File: src/rtl/mem_scan_ctrl_pkg.sv
// Shared types and constants for the memory scan controller.
package mem_scan_pkg;

  localparam int MEM_WORDS   = 128;
  localparam int ADDR_W_DFLT = $clog2(MEM_WORDS);
  localparam int DATA_W_DFLT = 32;

  typedef enum logic [2:0] {
    IDLE   = 3'd0,
    READ   = 3'd1,
    WR_SUM = 3'd2,
    WR_MAX = 3'd3,
    DONE   = 3'd4
  } state_t;

endpackage

File: src/rtl/mem_scan_ctrl_scan_acc.sv
// Wrapping-sum / unsigned-max accumulator for the scan controller.
// The max register and its compare exist only when MEM_SCAN_MAX_EN is defined.
module scan_acc
  import mem_scan_pkg::*;
#(
  parameter int DATA_W = DATA_W_DFLT
) (
  input  logic              clk,
  input  logic              rst_n,
  input  logic              clr,
  input  logic              en,
  input  logic [DATA_W-1:0] din,
`ifdef MEM_SCAN_MAX_EN
  output logic [DATA_W-1:0] max,
`endif
  output logic [DATA_W-1:0] sum
);

  logic [DATA_W-1:0] r_sum;

  always_ff @(posedge clk or negedge rst_n) begin
    if (!rst_n) begin
      r_sum <= '0;
    end else if (clr) begin
      r_sum <= '0;
    end else if (en) begin
      r_sum <= r_sum + din;
    end
  end

  assign sum = r_sum;

`ifdef MEM_SCAN_MAX_EN
  logic [DATA_W-1:0] r_max;

  always_ff @(posedge clk or negedge rst_n) begin
    if (!rst_n) begin
      r_max <= '0;
    end else if (clr) begin
      r_max <= '0;
    end else if (en && (din > r_max)) begin
      r_max <= din;
    end
  end

  assign max = r_max;
`endif

endmodule

File: src/rtl/mem_scan_ctrl.sv
// Sweeps a word range of the 128x32 memory, writes sum (and max) back, pulses done.
// Optional: MEM_SCAN_MAX_EN adds the max accumulator and the WR_MAX write cycle.
//
// state  | meaning
// IDLE   | waiting for start; outputs quiet
// READ   | index=ptr, accumulate rd_data each edge, cnt counts down to 1
// WR_SUM | write sum to dst
// WR_MAX | write max to dst+1 (MEM_SCAN_MAX_EN only)
// DONE   | one-cycle done pulse
module mem_scan_ctrl
  import mem_scan_pkg::*;
#(
  parameter int ADDR_W = ADDR_W_DFLT,
  parameter int DATA_W = DATA_W_DFLT
) (
  input  logic              clk,
  input  logic              rst_n,
  input  logic              start,
  input  logic [ADDR_W-1:0] base,
  input  logic [ADDR_W:0]   len,
  input  logic [ADDR_W-1:0] dst,
  output logic              busy,
  output logic              done,
  output logic [ADDR_W-1:0] index,
  output logic              write,
  output logic [DATA_W-1:0] write_data,
  input  logic [DATA_W-1:0] rd_data
);

  state_t            r_state, w_state_nxt;
  logic [ADDR_W-1:0] r_ptr;
  logic [ADDR_W-1:0] r_dst;
  logic [ADDR_W:0]   r_cnt;
  logic              w_accept;
  logic              w_acc_en;
  logic [DATA_W-1:0] w_sum;
`ifdef MEM_SCAN_MAX_EN
  logic [DATA_W-1:0] w_max;
`endif

  assign w_accept = (r_state == IDLE) && start;
  assign w_acc_en = (r_state == READ);

  scan_acc #(.DATA_W(DATA_W)) u_acc (
    .clk   (clk),
    .rst_n (rst_n),
    .clr   (w_accept),
    .en    (w_acc_en),
    .din   (rd_data),
`ifdef MEM_SCAN_MAX_EN
    .max   (w_max),
`endif
    .sum   (w_sum)
  );

  always_ff @(posedge clk or negedge rst_n) begin
    if (!rst_n) begin
      r_state <= IDLE;
      r_ptr   <= '0;
      r_dst   <= '0;
      r_cnt   <= '0;
    end else begin
      r_state <= w_state_nxt;
      if (w_accept) begin
        r_ptr <= base;
        r_cnt <= len;
        r_dst <= dst;
      end else if (r_state == READ) begin
        r_ptr <= r_ptr + ADDR_W'(1);
        r_cnt <= r_cnt - (ADDR_W+1)'(1);
      end
    end
  end

  // Outputs decode only flops (state, ptr, dst, accumulators); rd_data never reaches a port.
  always_comb begin
    w_state_nxt = r_state;
    busy        = 1'b0;
    done        = 1'b0;
    index       = '0;
    write       = 1'b0;
    write_data  = '0;
    case (r_state)
      IDLE: begin
        if (start) w_state_nxt = (len == '0) ? WR_SUM : READ;
      end
      READ: begin
        busy  = 1'b1;
        index = r_ptr;
        if (r_cnt == (ADDR_W+1)'(1)) w_state_nxt = WR_SUM;
      end
      WR_SUM: begin
        busy       = 1'b1;
        index      = r_dst;
        write      = 1'b1;
        write_data = w_sum;
`ifdef MEM_SCAN_MAX_EN
        w_state_nxt = WR_MAX;
`else
        w_state_nxt = DONE;
`endif
      end
`ifdef MEM_SCAN_MAX_EN
      WR_MAX: begin
        busy        = 1'b1;
        index       = r_dst + ADDR_W'(1);
        write       = 1'b1;
        write_data  = w_max;
        w_state_nxt = DONE;
      end
`endif
      DONE: begin
        busy        = 1'b1;
        done        = 1'b1;
        w_state_nxt = IDLE;
      end
      default: w_state_nxt = IDLE;
    endcase
  end

endmodule

File: config.mk
export PLATFORM = sky130hd
export DESIGN_NAME = mem_scan_ctrl
export DESIGN_NICKNAME = d
export VERILOG_FILES = /design/src/rtl/mem_scan_ctrl_pkg.sv /design/src/rtl/mem_scan_ctrl_scan_acc.sv /design/src/rtl/mem_scan_ctrl.sv
export SDC_FILE = /design/constraint.sdc
export NUM_CORES = 1
export LEC_CHECK = 0
export ABC_AREA = 0
export ABC_CLOCK_PERIOD_IN_PS = 7400
export CORE_ASPECT_RATIO = 0.75
export CORE_MARGIN = 2
export CORE_UTILIZATION = 55
export DETAILED_ROUTE_END_ITERATION = 10
export PLACE_DENSITY_LB_ADDON = 0.1
export SYNTH_ARGS = -nofsm -noshare
export SYNTH_HDL_FRONTEND = slang
export SYNTH_SLANG_ARGS = --single-unit
File: constraint.sdc
create_clock -name clk -period 7.4 [get_ports clk]
set_clock_uncertainty 0.15 [all_clocks]
set_input_delay 2.22 -clock clk [delete_from_list [all_inputs] [get_ports clk]]
set_output_delay 2.22 -clock clk [all_outputs]
set_load 0.03 [all_outputs]
* After elaboration in Yosys (flattened, before gate mapping)
Index checks and enable logic that the tools add are counted.
** Word-level totals
- Output and inout bits :: 42
- Logic and storage cells :: 35
- Register bits after elaboration :: 57
- Bits of input ports :: 57
** Operators by class
- Add/subtract/negate cells :: 3
- Muxes and demuxes :: 15
- Equal/unequal tests :: 6
- Reduce and logical (&&, ||, !) cells :: 6
** Operators with widths (count)
- $mux W32 :: 3
- $add A32 B32 Y32 :: 1
- $mux W8 :: 2
- $mux W7 :: 2
- $pmux W7 S2 :: 1
- $pmux W3 S3 :: 1
- $eq A8 B1 Y1 const B :: 1
- $logic_not A8 Y1 :: 1
- $sub A8 B1 Y8 const B :: 1
- $add A7 B1 Y7 const B :: 1
- $mux W3 :: 2
- $ne A2 B2 Y1 const B :: 2
- $eq A3 B1 Y1 const B :: 1
- $eq A3 B2 Y1 const B :: 1
- $eq A3 B3 Y1 const B :: 1
- $logic_not A3 Y1 :: 1
- $mux W1 :: 3
- $reduce_or A3 Y1 :: 1
- $mux W2 :: 1
- $reduce_and A2 Y1 :: 1
- $reduce_bool A2 Y1 :: 1
- $logic_and A1 B1 Y1 :: 1

* Logic depth before layout (Yosys ltp)
Gate-level depths: netlist of run 1.
- Word-level depth :: 4
- Gate-level depth with buffers :: 10
- Gate-level depth less buffers :: 10

* Hierarchy
Synthesis of run 1 repeated with hierarchy kept, for this count alone.
** Second synthesis, totals
- Cells, all modules :: 519
- Area, all modules :: 4585.6 µm²
** Modules (own cells, without submodules)
- scan_acc :: cells each 339, times used 1, seq. area each 800.8 µm², area an instance 2975.4 µm²
- mem_scan_ctrl :: cells each 180, times used 1, seq. area each 625.6 µm², area an instance 1610.3 µm²

* Least setup slack after synthesis of run 1
Ideal clock, no wire load.
- Path kind :: in2reg
- Start :: in rd_data[0]
- End :: reg u_acc.r_sum[22], in the netlist u_acc.sum[22]
- Slack :: 2773 ps
- Setup time :: 133 ps
- Arrival :: 4344 ps
- Required time :: 7117 ps
- Cell stages on the path :: 10
- Buffers on the path :: 0
- Path through :: ha_1 > fa_1 > a21o_1 > a21oi_1 > o21ai_0 > a41oi_1 > o21ai_1 > a31oi_1 > xor2_1 > o21ai_0
** Between the ends
- Longest elaborated chain between the ends :: 3
** RTL lines
- start, declared :: RTL line mem_scan_ctrl.sv:27 : input logic [DATA_W-1:0] rd_data
- $add A32 B32 Y32 :: RTL line mem_scan_ctrl_scan_acc.sv:27 : r_sum <= r_sum + din;
- $mux W32 :: RTL line mem_scan_ctrl_scan_acc.sv:26 : end else if (en) begin
- $mux W32 :: RTL line mem_scan_ctrl_scan_acc.sv:24 : end else if (clr) begin
- end signal, assigned :: RTL line mem_scan_ctrl_scan_acc.sv:27
- end, declared :: RTL line mem_scan_ctrl_scan_acc.sv:19 : logic [DATA_W-1:0] r_sum;
No other way between the ends. The select of a mux whose other input is x is not followed.
A chain may end at the register's enable or synchronous reset.

* Worst setup path in the final report of run 1
- Start :: reg r_state[0]
- End :: out index[6]
** Between the ends
- Longest elaborated chain between the ends :: 2
** RTL lines
- start, declared :: RTL line mem_scan_ctrl.sv:30 : state_t r_state, w_state_nxt;
- start signal, assigned :: RTL line mem_scan_ctrl.sv:63 : r_state <= w_state_nxt;
- $eq A3 B2 Y1 / $eq A3 B1 Y1 (equally long branches) :: RTL line mem_scan_ctrl.sv:83 : case (r_state)
- $pmux W7 S2 * :: RTL line mem_scan_ctrl.sv:83
- end, declared :: RTL line mem_scan_ctrl.sv:24 : output logic [ADDR_W-1:0] index,
Mark *: on every way between the ends. The rest lies on a longest branch, timed or not.

==> results of run 1 <==
[final timing paths]
path                                          startpoint                         to  slack (ns)  cells after the start
worst max register to register  u_acc.sum[0]$_DFFE_PN0P_  u_acc.sum[22]$_DFFE_PN0P_        4.17                     10
worst min register to register      r_dst[2]$_DFFE_PN0P_       r_dst[2]$_DFFE_PN0P_        0.33                      2
max in group asynchronous                          rst_n  u_acc.sum[15]$_DFFE_PN0P_        4.72                      2
min in group asynchronous                          rst_n       r_cnt[4]$_DFFE_PN0P_        1.88                      2
worst min-delay path                r_dst[2]$_DFFE_PN0P_       r_dst[2]$_DFFE_PN0P_        0.33                      2
worst max-delay path              r_state[0]$_DFFE_PN0P_                   index[6]        2.25                      4
[cells by family after synthesis]
| logic type | Yosys count |
|---|---|
| xor+xnor | 30 |
| compound gates | 174 |
| buf+inv | 38 |
| mux | 2 |
| simple gates | 198 |
| fa+ha+maj | 35 |
| flops | 57 |
[stage by stage]
step	hold slack (ns)	cell area [sq um]	std cells	power, mW
final	0.327	5770	731	2.43
after global routing	0.378	5770	731	2.63
after CTS	0.333	5770	731	2.41
after detailed placement	0.313	5540	715	2.04
after global placement	0.309	5540	715	1.99
after floorplan	0.296	4490	534	1.68
[worst max-delay path, stage by stage (launching register included)]
cell             delay (ns)
dfrtp_1                0.47
nor3b_2                0.64
buf_4                  0.41
a22o_1                 0.22
clkdlybuf4s50_1        0.67
[registers in the layout (all words and copies together), names as in the netlist]
register / cells
r_dst: 7
r_ptr: 7
r_cnt: 8
u_acc.sum: 32
r_state: 3
[routing by layer]
layer,global-route usage [%],vias to the layer above,wire (um)
met5,0,-,0
met4,8.08,0,158
met3,4.95,20,696
met2,43.8,163,5290
met1,39.2,2066,5720
li1,-,2118,-
[synth_stat cells (2+ instances only)]
| master | number |
|---|---|
| and3_1 | 6 |
| or4_1 | 3 |
| a31oi_1 | 2 |
| nor3_1 | 11 |
| or2_2 | 2 |
| nand3b_1 | 2 |
| o21ai_0 | 54 |
| inv_1 | 11 |
| nand2_1 | 85 |
| o21a_1 | 2 |
| ha_1 | 34 |
| nand4_1 | 8 |
| o211ai_1 | 2 |
| o21bai_1 | 4 |
| xor2_1 | 17 |
| o311ai_0 | 2 |
| dfrtp_1 | 57 |
| nor3b_1 | 9 |
| a21oi_1 | 33 |
| o21ai_1 | 2 |
| xnor2_1 | 13 |
| a221o_1 | 8 |
| clkbuf_1 | 26 |
| nand3_1 | 9 |
| nor2_1 | 15 |
| a22o_1 | 9 |
| nor4_1 | 3 |
| a21o_1 | 21 |
| o31ai_1 | 5 |
| nand2b_1 | 3 |
| and2_1 | 36 |
| nor2b_1 | 3 |
| a22oi_1 | 3 |
| a211oi_1 | 6 |
| o221ai_1 | 4 |
[where the power goes]
part           switching [mW]  leakage [nW]  internal [mW]
clock                   0.136         0.118          0.224
combinational           0.833          1.68          0.620
sequential              0.137         0.696          0.475
total                    1.11          2.50           1.32
[final cells by class]
cell class / count / area [sq um]
multi-input cells: 439 / 2930
clock inverters: 5 / 104
clock buffers: 11 / 131
flip-flops and latches: 57 / 1430
repair buffers: 103 / 1010
inverters: 11 / 41.3
fillers: 663 / 2140
well taps: 105 / 131
==> results.toml, run 1 <==
[drt]
ant_nets = 0
drcViolationCount = 0
num_vias = 4367
wl_per_cell_um = 16.2
dr.pass1.iters = 5
viasPerCell = 5.97
drt-initial-drc-count = 196
routed_wl_mm = 11.9

[cts]
clockBufferDepth = 2
clock-sinks = 57
clock_latency_ns = 0.35
clk_pin_slew_worst_paths_ns = 0.07
cts_root_buffer = "clkbuf_8"
cts_buffers = 9
cts_tree = "done"
htreeDepth = 3
ctsHoldBuffers = 0
cts_resized = 0
cts_setup_buffers = 0

[logic_synthesis]
synth-xor-area-share_pct = 5.85
synth_top_cell_by_area = "dfrtp_1"
synthCells = 534
synth.distinct_cells = 59
synth-simple-area-share_pct = 22.0
synth_top_family_by_area = "compound AO/OA/AOI/OAI gates"
netlist_area_sq_um = 4490
avgSynthCellArea_sq_um = 8.40
synth_nets = 626
synthAdderAreaFrac_pct = 9.92
synth_top_area_share_pct = 31.8
synth_compound_area_share_pct = 26.8
synth-async-reset-ratio_pct = 100
muxShareOfSynthArea_pct = 0.474
yosys_most_used_dff = "dfrtp_1"
synth-seq-cells = 57
ys_warn_count = 0
seq_area_frac_synth_pct = 31.8
ys_top_cells_by_area = "dfrtp_1 32%, ha_1 9.5%, nand2_1 7.1%"
synth_edf_count = 0

[sta]
drv_slew = 0
period_minus_slack_ns = 5.15
setup_viol = 0
max_clock_freq_ghz = 0.194
tightest_slew_ns = 0.915
max_slew_margin_pct = 39.0
rsz0062_at_grt = "no"
tns_ns = 0
period_share_pct = 69.6
finalHoldViolations = 0
setup_ws_ns = 2.25

[floorplan]
rows = 28
core_area_sq_um = 7920
die_h_um = 82.2
ios = 99
die_x_um = 108
start_util_pct = 56.7
dieArea_sq_um = 8910

[worst_setup_path]
crit_fanout = 28
crit_path_start_kind = "flip-flop"
cp.required_ns = 5.03
criticalPathCategory = "flip-flop to primary output"
worst_setup_path_end_kind = "primary output"
cp_data_arrival_time_ns = 2.78

[grt]
grt_overflow_total = 0
grt_pass1_wl_mm = 19.4
track_usage_pct = 27.7
grt_pass1_vias = 4069
grt_max_degree = 58
antenna_found_initial = 0

[power_and_ir_drop]
powerDensity_nw_per_um2 = 420
power.leakage_nw = 2.50
ir_worst_vdd_mv = 0.227

[outcome]
outcome = "finished, final reports clean"

[finish]
drive_above_1_share_pct = 5.91
final_core_util_pct = 72.9
most-common-layout-cells = "97 x clkdlybuf4s50_1, 85 x nand2_1, 57 x dfrtp_1"
final_common_cell = "clkdlybuf4s50_1"
nets = 713
areaGrowthSynthToFinish_pct = 28.6
antenna_cells = 0

[place]
hpwl_mm = 8.50
dp_slack_ns = 1.97
place.gp.congestion = 0.927
port-buffer-count = 98

[min_path]
hold_class = "flip-flop to flip-flop"

[job]
maxCapViolCount = 0
Power figures use the tool's default switching activity.
==> inputs of run 2 (changes only) <==
- ABC_CLOCK_PERIOD_IN_PS: 7400 -> 5200
- CORE_UTILIZATION: 55 -> 52
- clock period: 7.4 -> 5.2 ns (I/O delays scaled with it)
==> results.toml, run 2 (synthesis gave the netlist of run 1 again) <==
[grt]
track_usage_pct = 26.0
antenna_found_initial = 0
grt_pass1_vias = 4035
grt_overflow_total = 0
grt_pass1_wl_mm = 20.0
grt_max_degree = 38

[drt]
dr.pass1.iters = 5
ant_nets = 0
drcViolationCount = 0
num_vias = 4264
drt-initial-drc-count = 279
wl_per_cell_um = 16.2
routed_wl_mm = 11.9
viasPerCell = 5.81

[min_path]
hold_end = "r_dst[0]$_DFFE_PN0P_"
hold_start = "r_dst[0]$_DFFE_PN0P_"
hold_class = "flip-flop to flip-flop"
min_path_cells = 2

[floorplan]
ios = 99
dieArea_sq_um = 9400
die_h_um = 84.5
core_area_sq_um = 8420
start_util_pct = 53.3
rows = 29
die_x_um = 111

[cts]
cts_setup_buffers = 0
ctsHoldBuffers = 0
cts_buffers = 9
clockBufferDepth = 2
clock_latency_ns = 0.32
cts_root_buffer = "clkbuf_16"
clock-sinks = 57
cts_tree = "done"
clk_pin_slew_worst_paths_ns = 0.05
htreeDepth = 3
cts_resized = 0

[worst_setup_path]
r2r-start = "u_acc.sum[0]$_DFFE_PN0P_"
rrSetupSlack_ns = 1.97
cp_data_arrival_time_ns = 4.50
crit_fanout = 5
crit_path_start_kind = "primary input"
worstRegToRegCells = 10
cp.required_ns = 5.21
worst_setup_path_end_kind = "flip-flop"
criticalPathCategory = "primary input to flip-flop"
r2r-end = "u_acc.sum[22]$_DFFE_PN0P_"

[finish]
nets = 714
stdcell_area_sq_um = 5880
largest_reg_flops = 32
final_common_cell = "clkdlybuf4s50_1"
antenna_cells = 0
areaGrowthSynthToFinish_pct = 31.1
drive_above_1_share_pct = 6.07
most-common-layout-cells = "97 x clkdlybuf4s50_1, 85 x nand2_1, 57 x dfrtp_1"

[sta]
tns_ns = 0
period_minus_slack_ns = 4.49
tightest_slew_ns = 0.870
period_share_pct = 86.4
max_slew_margin_pct = 41.9
finalHoldViolations = 0
rsz0062_at_grt = "no"
setup_viol = 0
max_clock_freq_ghz = 0.223
drv_slew = 0

[place]
hpwl_mm = 8.77
placed_area_sq_um = 5550
place.gp.congestion = 0.940
port-buffer-count = 98

[power_and_ir_drop]
powerDensity_nw_per_um2 = 614
power.leakage_nw = 2.55
combPwrFrac_pct = 57.8
ir_worst_vdd_mv = 0.394
p_int_mw = 2.02
seqPwrFrac_pct = 24.0
clkPwrFrac_pct = 18.3
sw_frac_of_total_pct = 44.1
power.switching_mw = 1.59

[outcome]
outcome = "finished, final reports clean"

[job]
maxCapViolCount = 0
run 2: cell types whose count changed in the layout (fill, tap and decap cells not counted), sizes merged:
cell / delta
clkinv: -2
bufinv: -1
clkbuf: +2
buf: +1
run 2: cell type report:
| class | instances | area, sq um |
|---|---|---|
| Clock buffer | 13 | 270 |
| Fill cell | 706 | 2530 |
| Multi-Input combinational cell | 439 | 2930 |
| Inverter | 11 | 41.3 |
| Timing Repair Buffer | 104 | 1020 |
| Clock inverter | 2 | 60.1 |
| Tap cell | 108 | 135 |
| Sequential cell | 57 | 1430 |
run 2: worst max-delay path by stage:
| stage | start | endpoint | slack [ns] | depth (start not counted) |
|---|---|---|---|---|
| final | rd_data[0] | u_acc.sum[22]$_DFFE_PN0P_ | 0.71 | 11 |
| after global routing | rd_data[0] | u_acc.sum[22]$_DFFE_PN0P_ | 0.41 | 11 |
| after CTS | rd_data[0] | u_acc.sum[22]$_DFFE_PN0P_ | 0.73 | 11 |
| after detailed placement | rd_data[0] | u_acc.sum[22]$_DFFE_PN0P_ | 0.41 | 11 |
| after global placement | rd_data[0] | u_acc.sum[22]$_DFFE_PN0P_ | 0.53 | 11 |
| after floorplan | rd_data[0] | u_acc.sum[22]$_DFFE_PN0P_ | 1.23 | 10 |
run 2: stage by stage:
stage	total power [mW]	cells	setup slack (ns)	hold slack, ns	utilization (%)
floorplan	2.39	534	1.23	0.296	-
global placement	2.85	719	0.526	0.308	66.0
detailed placement	2.92	719	0.408	0.313	66.0
CTS	3.60	734	0.735	0.327	69.9
global route	3.91	734	0.412	0.370	69.9
finish	3.61	734	0.709	0.326	69.9
run 2: layer usage:
metal  track usage, %  part of all wire [%]  vias to the layer above  routed length, um
met1             37.1                    48                     1994               5770
met5                0                     0                        -                  0
met3             5.63                   6.7                       13                796
li1                 -                     -                     2121                  -
met4             6.73                   1.1                        0                133
met2             40.4                    44                      136               5230
run 2: power by group through the flow:
stage | logic (mW) | registers [mW] | clock network [mW]
final | 2.09 | 0.866 | 0.660
after global routing | 2.32 | 0.899 | 0.682
after CTS | 2.07 | 0.863 | 0.666
after detailed placement | 2.05 | 0.866 | 0
after global placement | 2.00 | 0.855 | 0
after floorplan | 1.59 | 0.804 | 0
run 2: worst max-delay path, cell delays in order:
cell and delay [ns]:
clkdlybuf4s50_1 0.40, ha_1 0.24, fa_1 0.41, a21o_1 0.20, a21oi_1 0.24, o21ai_0 0.14
a41oi_1 0.52, o21ai_1 0.28, a31oi_1 0.26, xor2_1 0.16, o21ai_0 0.09
==> variant, RTL diff (config.mk and constraints of run 1) <==
The option `MEM_SCAN_MAX_EN` is turned on by a define.
--- a/src/rtl/mem_scan_ctrl_scan_acc.sv
+++ b/src/rtl/mem_scan_ctrl_scan_acc.sv
@@ -1,5 +1,7 @@
 // Wrapping-sum / unsigned-max accumulator for the scan controller.
 // The max register and its compare exist only when MEM_SCAN_MAX_EN is defined.
+`define MEM_SCAN_MAX_EN
+
 module scan_acc
   import mem_scan_pkg::*;
 #(
Formal check against the unedited RTL: not equivalent (Yosys sat finds a counterexample within 4 cycles, from zero or initial values and one cycle with rst_n low).
==> variant against run 1 <==
Hold slack improved by 0.022 ns; global-route usage increased by 0.55 points; combinational power rose by 53%; cell area rose by 40%; cell count is 41% higher; sequential cell count up 32; power increased by 48%; routed wire length rose by 51%; first-iteration DRC count grew 110%; area after synthesis rose by 49%; setup slack got worse by 0.17 ns; largest power group unchanged.
==> variant: results (changes against run 1) <==
Detailed routing
The routed length on met1 came to 8480 µm (was 5720 µm). The number of DRC violations after detailed-routing iteration 0 was 417 (was 196). The detailed-route vias per instance was 5.97 (about the same). The detailed route wirelength on metal3 was 996 µm (was 696 µm).

The wire length after detailed routing came to 17900 µm (was 11900 µm).

Pwr
The sequential fraction of design power is 25.8% (was 25.2%). The switching power came to 1.73 mW (was 1.11 mW).

Placement
The post-placement setup slack was 1.88 ns (was 1.97 ns). The cell area after placement is 7780 µm² (was 5540 µm²). The post-placement cell count is 1013 (was 715). The detailed-placement wirelength estimate is 12800 µm (was 8500 µm). The final RePlAce weighted congestion is 0.887 (was 0.927).

GRT
The largest net degree at the start of global routing is 63 (was 58). The global-route usage over all layers is 28.2% (was 27.7%). The via count of the first global-routing pass is 6121 (was 4069).

Yosys
Top post-synthesis cells by count: sky130_fd_sc_hd__nand2_1, sky130_fd_sc_hd__dfrtp_1, sky130_fd_sc_hd__ha_1, sky130_fd_sc_hd__nor2_1, sky130_fd_sc_hd__inv_1 (was sky130_fd_sc_hd__nand2_1, sky130_fd_sc_hd__dfrtp_1, sky130_fd_sc_hd__o21ai_0, sky130_fd_sc_hd__and2_1, sky130_fd_sc_hd__ha_1). The number of distinct library cells after synthesis is 62 (was 59). The xor-xnor portion of the synthesized cell area is 4.19% (was 5.85%). The arithmetic-cell share of the synthesized area counting full adders, half adders and majority gates is 12.8% (was 9.92%). The fraction of synthesized area in multiplexers is 5.41% (was 0.474%). The number of nets in the synthesized netlist is 906 (was 626).

The sequential area share after synthesis came to 33.3% (was 31.8%). Dominant cells by area after synthesis: sky130_fd_sc_hd__dfrtp_1, sky130_fd_sc_hd__ha_1, sky130_fd_sc_hd__nand2_1 (unchanged).

Final layout
The post-layout net count is 987 (was 713). The number of fillers in the final layout is 940 (was 663).

Setup path
The arrival time of the worst setup path is 2.95 ns (was 2.78 ns). The delay contributed by the slowest stage of the critical path was 0.79 ns (was 0.67 ns). The top fanout value on the critical path is 24 (was 28).

Floorplan
The die width came to 131 µm (was 108 µm).

Run status
Status: finished, final reports clean (unchanged).
## variant: final cells by class
class / instances / share of cell area (%)
clock buffer: 10 / 2.96
clock inverter: 5 / 0.512
inverter: 47 / 2.19
multi-input combinational: 608 / 51.2
sequential: 89 / 27.6
tap: 162 / 2.51
timing repair buffer: 107 / 13.0
## variant: final timing paths
path | slack (ns) | endpoint | cells after the start
worst max-delay path | 2.08 | index[5] | 6
worst min-delay path | 0.35 | u_acc.sum[31]$_DFFE_PN0P_ | 1
worst max register to register | 4.18 | u_acc.sum[28]$_DFFE_PN0P_ | 12
worst min register to register | 0.35 | u_acc.sum[31]$_DFFE_PN0P_ | 1
max in group asynchronous | 4.28 | r_cnt[2]$_DFFE_PN0P_ | 2
min in group asynchronous | 1.62 | u_acc.max[10]$_DFFE_PN0P_ | 1
## variant: power by group through the flow
| stage | Sequential (mW) | Clock [mW] | Combinational, mW |
|---|---|---|---|
| after global placement | 0.915 | 0 | 2.11 |
| final | 0.928 | 0.448 | 2.22 |
| after detailed placement | 0.928 | 0 | 2.18 |
| after floorplan | 0.828 | 0 | 1.66 |
| after global routing | 0.955 | 0.474 | 2.44 |
| after CTS | 0.923 | 0.452 | 2.21 |
## variant: layer usage
layer | GRT usage [%] | up-vias
li1 | - | 2966
met1 | 38.6 | 2948
met2 | 46.6 | 197
met3 | 4.84 | 26
met4 | 8.36 | 0
met5 | 0 | -
## variant: cell families after synthesis
group / count (synthesis)
fa+ha+maj: 68
flops: 89
buf+inv: 84
xor+xnor: 32
simple gates: 247
compound gates: 225
mux: 36
